$ cat src/rtl/stk_pipe_mem_prev_ctrl_if.sv
// Request/response bundle between the push/pop paths and the prev-pointer SRAM controller.
// slave = controller side, master = requester side.
interface stk_pipe_mem_prev_ctrl_if #(
  parameter int W  = 12,
  parameter int AW = 10
);
  logic          i_wr_vld;
  logic [AW-1:0] i_wr_addr;
  logic [W-1:0]  i_wr_data;
  logic          o_wr_rdy;
  logic          i_rd_vld;
  logic [AW-1:0] i_rd_addr;
  logic          o_rd_rdy;
  logic          o_rd_rsp_vld;
  logic [W-1:0]  o_rd_rsp_data;

  modport slave (
    input  i_wr_vld, i_wr_addr, i_wr_data, i_rd_vld, i_rd_addr,
    output o_wr_rdy, o_rd_rdy, o_rd_rsp_vld, o_rd_rsp_data
  );

  modport master (
    output i_wr_vld, i_wr_addr, i_wr_data, i_rd_vld, i_rd_addr,
    input  o_wr_rdy, o_rd_rdy, o_rd_rsp_vld, o_rd_rsp_data
  );
endinterface

$ cat src/rtl/stk_pipe_mem_prev_ctrl.sv
// Single-port access controller for the stack "prev" pointer SRAM: round-robin between
// push writes and pop reads, plus a zeroing sweep after reset or on i_init_start.
//
// state   | meaning
// --------+----------------------------------------------------------
// ST_RST  | just out of reset, no SRAM access, goes to ST_INIT
// ST_INIT | writes 0 to address r_cnt each cycle, RUN after N-1
// ST_RUN  | arbitration active, i_init_start restarts the sweep
module stk_pipe_mem_prev_ctrl #(
  parameter int W  = 12,
  parameter int N  = 1024,
  parameter int AW = $clog2(N)
) (
  input  logic                    clk,
  input  logic                    arst_n,
  input  logic                    i_init_start,
  output logic                    o_init_busy,
  stk_pipe_mem_prev_ctrl_if.slave io_req,
  output logic [AW-1:0]           o_sram_addr,
  output logic [W-1:0]            o_sram_din,
  output logic                    o_sram_ce,
  output logic                    o_sram_oe,
  input  logic [W-1:0]            i_sram_dout
);

  typedef enum logic [1:0] {
    ST_RST  = 2'd0,
    ST_INIT = 2'd1,
    ST_RUN  = 2'd2
  } state_t;

  localparam logic [AW-1:0] CNT_LAST = AW'(N - 1);

  state_t        r_state;
  state_t        w_state_nxt;
  logic [AW-1:0] r_cnt;
  logic          r_rr_last_wr;
  logic          r_rsp_pend;

  logic          w_run;
  logic          w_wr_rdy;
  logic          w_rd_rdy;
  logic          w_wr_gnt;
  logic          w_rd_gnt;

  always_ff @(posedge clk or negedge arst_n) begin
    if (!arst_n) begin
      r_state <= ST_RST;
    end else begin
      r_state <= w_state_nxt;
    end
  end

  always_comb begin
    w_state_nxt = r_state;
    case (r_state)
      ST_RST:  w_state_nxt = ST_INIT;
      ST_INIT: if (r_cnt == CNT_LAST) w_state_nxt = ST_RUN;
      ST_RUN:  if (i_init_start) w_state_nxt = ST_INIT;
      default: w_state_nxt = ST_RST;
    endcase
  end

  // A requester's rdy looks only at the other side's vld, so a tie is resolved by rr_last alone.
  always_comb begin
    w_run    = (r_state == ST_RUN);
    w_wr_rdy = w_run && (!io_req.i_rd_vld || !r_rr_last_wr);
    w_rd_rdy = w_run && (!io_req.i_wr_vld ||  r_rr_last_wr);
    w_wr_gnt = io_req.i_wr_vld && w_wr_rdy;
    w_rd_gnt = io_req.i_rd_vld && w_rd_rdy;

    o_init_busy          = !w_run;
    io_req.o_wr_rdy      = w_wr_rdy;
    io_req.o_rd_rdy      = w_rd_rdy;
    io_req.o_rd_rsp_vld  = r_rsp_pend;
    io_req.o_rd_rsp_data = i_sram_dout;

    o_sram_ce   = 1'b0;
    o_sram_oe   = 1'b0;
    o_sram_addr = '0;
    o_sram_din  = '0;
    if (r_state == ST_INIT) begin
      o_sram_ce   = 1'b1;
      o_sram_addr = r_cnt;
    end else if (w_rd_gnt) begin
      o_sram_ce   = 1'b1;
      o_sram_oe   = 1'b1;
      o_sram_addr = io_req.i_rd_addr;
    end else if (w_wr_gnt) begin
      o_sram_ce   = 1'b1;
      o_sram_addr = io_req.i_wr_addr;
      o_sram_din  = io_req.i_wr_data;
    end
  end

  // r_cnt wraps to 0 on the last sweep write since N is a power of two.
  always_ff @(posedge clk or negedge arst_n) begin
    if (!arst_n) begin
      r_cnt        <= '0;
      r_rr_last_wr <= 1'b1;
      r_rsp_pend   <= 1'b0;
    end else begin
      r_rsp_pend <= w_rd_gnt;
      if (r_state == ST_INIT) begin
        r_cnt <= r_cnt + 1'b1;
      end else if (w_run && i_init_start) begin
        r_cnt <= '0;
      end
      if (w_wr_gnt) begin
        r_rr_last_wr <= 1'b1;
      end else if (w_rd_gnt) begin
        r_rr_last_wr <= 1'b0;
      end
    end
  end

endmodule

$ cat src/flat_wrapper.sv
// flat-port wrapper written by rule: the top's interface ports become plain ports
module stk_pipe_mem_prev_ctrl_flat 
#(
  parameter int W  = 12,
  parameter int N  = 1024,
  parameter int AW = $clog2(N)
)
  (clk, arst_n, i_init_start, o_init_busy, o_sram_addr, o_sram_din, o_sram_ce, o_sram_oe, i_sram_dout, io_req_i_wr_vld, io_req_i_wr_addr, io_req_i_wr_data, io_req_i_rd_vld, io_req_i_rd_addr, io_req_o_wr_rdy, io_req_o_rd_rdy, io_req_o_rd_rsp_vld, io_req_o_rd_rsp_data);
  stk_pipe_mem_prev_ctrl_if #(.W(W), .AW(AW)) io_req_i ();
  input  logic clk;
  input  logic arst_n;
  input  logic i_init_start;
  output logic o_init_busy;
  output logic [AW-1:0] o_sram_addr;
  output logic [W-1:0] o_sram_din;
  output logic o_sram_ce;
  output logic o_sram_oe;
  input  logic [W-1:0] i_sram_dout;
  input wire logic [$bits(io_req_i.i_wr_vld)-1:0] io_req_i_wr_vld;
  input wire logic [$bits(io_req_i.i_wr_addr)-1:0] io_req_i_wr_addr;
  input wire logic [$bits(io_req_i.i_wr_data)-1:0] io_req_i_wr_data;
  input wire logic [$bits(io_req_i.i_rd_vld)-1:0] io_req_i_rd_vld;
  input wire logic [$bits(io_req_i.i_rd_addr)-1:0] io_req_i_rd_addr;
  output wire logic [$bits(io_req_i.o_wr_rdy)-1:0] io_req_o_wr_rdy;
  output wire logic [$bits(io_req_i.o_rd_rdy)-1:0] io_req_o_rd_rdy;
  output wire logic [$bits(io_req_i.o_rd_rsp_vld)-1:0] io_req_o_rd_rsp_vld;
  output wire logic [$bits(io_req_i.o_rd_rsp_data)-1:0] io_req_o_rd_rsp_data;
  assign io_req_i.i_wr_vld = io_req_i_wr_vld;
  assign io_req_i.i_wr_addr = io_req_i_wr_addr;
  assign io_req_i.i_wr_data = io_req_i_wr_data;
  assign io_req_i.i_rd_vld = io_req_i_rd_vld;
  assign io_req_i.i_rd_addr = io_req_i_rd_addr;
  assign io_req_o_wr_rdy = io_req_i.o_wr_rdy;
  assign io_req_o_rd_rdy = io_req_i.o_rd_rdy;
  assign io_req_o_rd_rsp_vld = io_req_i.o_rd_rsp_vld;
  assign io_req_o_rd_rsp_data = io_req_i.o_rd_rsp_data;
  stk_pipe_mem_prev_ctrl #(.W(W), .N(N), .AW(AW)) u_core (.clk(clk), .arst_n(arst_n), .i_init_start(i_init_start), .o_init_busy(o_init_busy), .io_req(io_req_i), .o_sram_addr(o_sram_addr), .o_sram_din(o_sram_din), .o_sram_ce(o_sram_ce), .o_sram_oe(o_sram_oe), .i_sram_dout(i_sram_dout));
endmodule
$ cat config.mk
export PLATFORM = sky130hd
export DESIGN_NAME = stk_pipe_mem_prev_ctrl_flat
export DESIGN_NICKNAME = d
export VERILOG_FILES = /design/src/rtl/stk_pipe_mem_prev_ctrl_if.sv /design/src/rtl/stk_pipe_mem_prev_ctrl.sv /design/src/flat_wrapper.sv
export SDC_FILE = /design/constraint.sdc
export NUM_CORES = 1
export LEC_CHECK = 0
export ABC_AREA = 1
export CAP_MARGIN = 20
export CORE_MARGIN = 5
export CORE_UTILIZATION = 37
export CTS_CLUSTER_DIAMETER = 30
export DETAILED_ROUTE_END_ITERATION = 12
export GPL_TIMING_DRIVEN = 0
export PLACE_DENSITY = 0.93
export SYNTH_ARGS = -nofsm -noshare
export SYNTH_HDL_FRONTEND = slang
export SYNTH_SLANG_ARGS = --single-unit
$ cat constraint.sdc
create_clock -name clk -period 3.5 [get_ports clk]
set_clock_uncertainty 0.2 [all_clocks]
set_input_delay 0.7 -clock clk [delete_from_list [all_inputs] [get_ports clk]]
set_output_delay 0.7 -clock clk [all_outputs]
set_load 0.01 [all_outputs]
==> results.sh <==
export IMPL_setup_tns_ns=0
export IMPL_critPathKind="input pin to output port"
export IMPL_place_gp_congestion=0.896
export IMPL_p_leak_nw=0.981
export IMPL_status="complete, no violations"
export IMPL_critical_path_buf_inv_count=3
export IMPL_hold_viol=0
export IMPL_avgRoutedWirePerCell_um=12.6
export IMPL_synth_seq_area_share_pct=29.7
export IMPL_clock_sinks=14
export IMPL_rsz0062_at_grt="false"
export IMPL_synth_top_cell_area_share_pct=27.5
export IMPL_ys_seq_elements=14
export IMPL_drv_cap=0
export IMPL_core_area_sq_um=3050
export IMPL_cts_resized=0
export IMPL_setup_viol=0
export IMPL_h_tree_depth=1
export IMPL_grt_overflow=0
export IMPL_power_per_cell_area_nw_per_um2=180
export IMPL_grt_first_pass_wirelength_mm=6.08
export IMPL_ff2ff_setup_slack_ns=1.96
export IMPL_routed_wl_mm=3.95
export IMPL_die_w_um=66.6
export IMPL_numCtsBuffers=3
export IMPL_synth_edf_count=0
export IMPL_cpLargestDelayFamily="buffers and inverters"
export IMPL_drive_above_1_share_pct=9.26
export IMPL_clkSlewWorstSetupHoldPaths_ns=0.09
export IMPL_synth_area_leader_cell="dfrtp_1"
export IMPL_avgSynthCellArea_sq_um=6.24
export IMPL_post_cts_buffers=0
export IMPL_hp_class="flip-flop to flip-flop"
export IMPL_fmax_mhz=297
export IMPL_drc=0
export IMPL_grt_pass1_vias=1447
export IMPL_drtIter0Drc=66
export IMPL_synth_flop_cell="dfrtp_1"
export IMPL_fin_crit_sh_pct=96.1
export IMPL_synth_area_top_cells="dfrtp_1 27%, nand2_1 15%, nand3_1 13%"
export IMPL_postRouteAntennaNets=0
export IMPL_diodes=0
export IMPL_crit_path_start_kind="input pin"
export IMPL_yosysMostFrequentCell="nand2_1"
export IMPL_cp_end_kind="output port"
export IMPL_syn_area_sq_um=1180
export IMPL_cp_slowest_cell="clkdlybuf4s50_1"
export IMPL_rows=20
export IMPL_firstDrtPassIters=4
export IMPL_tightest_slew_ns=0.644
export IMPL_synth_commonest_cells="46 x nand2_1, 31 x inv_1, 31 x nand3_1, 23 x nor2_1, 14 x buf_4"
export IMPL_vias=1498
export IMPL_drt_vias_per_instance=4.77
export IMPL_yosys_warnings=0
export IMPL_root_buffer="clkbuf_4"
export IMPL_synthCells=190
export IMPL_die_area_sq_um=4430
export IMPL_final_setup_worst_slack_ns=0.138
export IMPL_timing_critical_path_mode_cell="clkdlybuf4s50_1"
export IMPL_synth_nets=240
export IMPL_cp_required_ns=2.60
export IMPL_antenna_found_initial=0
export IMPL_finalMaxSlewViolations=0
export IMPL_hpwl_mm=3.21
export IMPL_clk_latency_ns=0.28
export IMPL_synth_cell_types=21
export IMPL_fp_dieH_um=66.6
export IMPL_slowest_delay_ns=0.55
export IMPL_crit_arrival_ns=2.46
export IMPL_clockBufferDepth=2
export IMPL_async_flop_share_pct=100
export IMPL_nets=321
export IMPL_cts_tree="built"
export IMPL_slew_limit_headroom_pct=57.0
export IMPL_vdd_drop_max_v=0.000112
export IMPL_dp_slack_ns=0.178
export IMPL_period_needed_ns=3.36
export IMPL_hold_buffers=0
export IMPL_portBuffers=76
export IMPL_grt_usage_pct=17.4
export IMPL_path_cells="clkdlybuf4s50_1 -> clkbuf_1 -> nand4_1 -> nand3_1 -> clkdlybuf4s50_1"
export IMPL_grt_max_degree=15
export IMPL_num_io_pins=89
export IMPL_area_delta_synth_final_pct=71.9
export IMPL_crit_fanout=10
export IMPL_start_util_pct=38.8
-- path summary, 6_finish.rpt --
path                                                  from                         endpoint  cells after the start
max                                        io_req_i_wr_vld                   o_sram_addr[5]                      5
min                        u_core.r_rr_last_wr$_DFFE_PN1P_  u_core.r_rr_last_wr$_DFFE_PN1P_                      2
max reg2reg                    u_core.r_cnt[0]$_DFFE_PN0P_      u_core.r_cnt[6]$_DFFE_PN0P_                      5
min reg2reg                u_core.r_rr_last_wr$_DFFE_PN1P_  u_core.r_rr_last_wr$_DFFE_PN1P_                      2
max in group asynchronous                           arst_n      u_core.r_cnt[2]$_DFFE_PN0P_                      1
min in group asynchronous                           arst_n      u_core.r_cnt[7]$_DFFE_PN0P_                      1
-- layout make-up --
cell class	count	area, sq um
plain buffers	19	134
clock buffers	4	36.3
fillers	264	1020
inverters	31	116
multi-input cells	126	583
flip-flops and latches	14	352
well taps	44	55.1
repair buffers	76	761
-- metrics by stage --
step	area (sq um)	power (W)	hold slack [ns]	util, %	cells
global route	2040	0.000383	0.333	66.7	314
global placement	2000	0.000248	0.278	65.5	310
floorplan	1180	0.000188	0.204	-	190
finish	2040	0.000366	0.294	66.7	314
CTS	2040	0.000370	0.293	66.7	314
detailed placement	2000	0.000249	0.280	65.5	310
-- routing by layer --
layer,global-route usage [%],wire [um],up-vias
li1,-,-,752
met1,20.2,1550,676
met2,32.1,1970,65
met3,3.04,397,5
met4,5.33,38,0
met5,0,0,-
-- cells in the final DEF (no fill, tap or decap) --
| cell type | count |
|---|---|
| buf_2 | 2 |
| xnor2_1 | 1 |
| clkbuf_4 | 3 |
| buf_4 | 14 |
| clkbuf_1 | 1 |
| nand3_1 | 31 |
| clkdlybuf4s50_1 | 76 |
| nand3b_1 | 1 |
| nand2_1 | 46 |
| or2_1 | 1 |
| inv_1 | 31 |
| clkbuf_8 | 1 |
| nand4_1 | 12 |
| buf_1 | 1 |
| dfrtp_1 | 13 |
| nor2_1 | 23 |
| a21oi_1 | 2 |
| o21ai_0 | 4 |
| dfstp_2 | 1 |
| ha_1 | 1 |
| buf_6 | 1 |
| nor3_1 | 1 |
| nand2_2 | 1 |
| a21oi_2 | 2 |
-- registers in the layout, indices dropped and copies added, names as in the netlist --
register / cells
u_core.r_state: 2
u_core.r_rr_last_wr: 1
u_core.io_req.o_rd_rsp_vld: 1
u_core.r_cnt: 10
-- logic make-up (layout without fill, tap and decap cells) --
logic type,Yosys count,after routing,share of synthesized area [%]
flops,14,14,29.7
fa+ha+maj,1,1,1.06
compound gates,8,8,4.01
xor+xnor,1,1,0.739
buf+inv,50,130,21.1
simple gates,116,116,43.4
-- where the power goes --
part / total (W) / leakage [nW] / switching (W) / internal, W
registers: 0.000163 / 0.151 / 0.000000640 / 0.000163
clock network: 0.000121 / 0.0210 / 0.0000574 / 0.0000633
logic: 0.0000821 / 0.809 / 0.0000253 / 0.0000569
-- worst reg2reg max path: stages, from the launching register on --
cell     delay (ns)
dfrtp_1        0.43
ha_1           0.22
nand3_1        0.16
nor2_1         0.23
or2_1          0.13
nand3_1        0.06
Power figures use the tool's default switching activity.
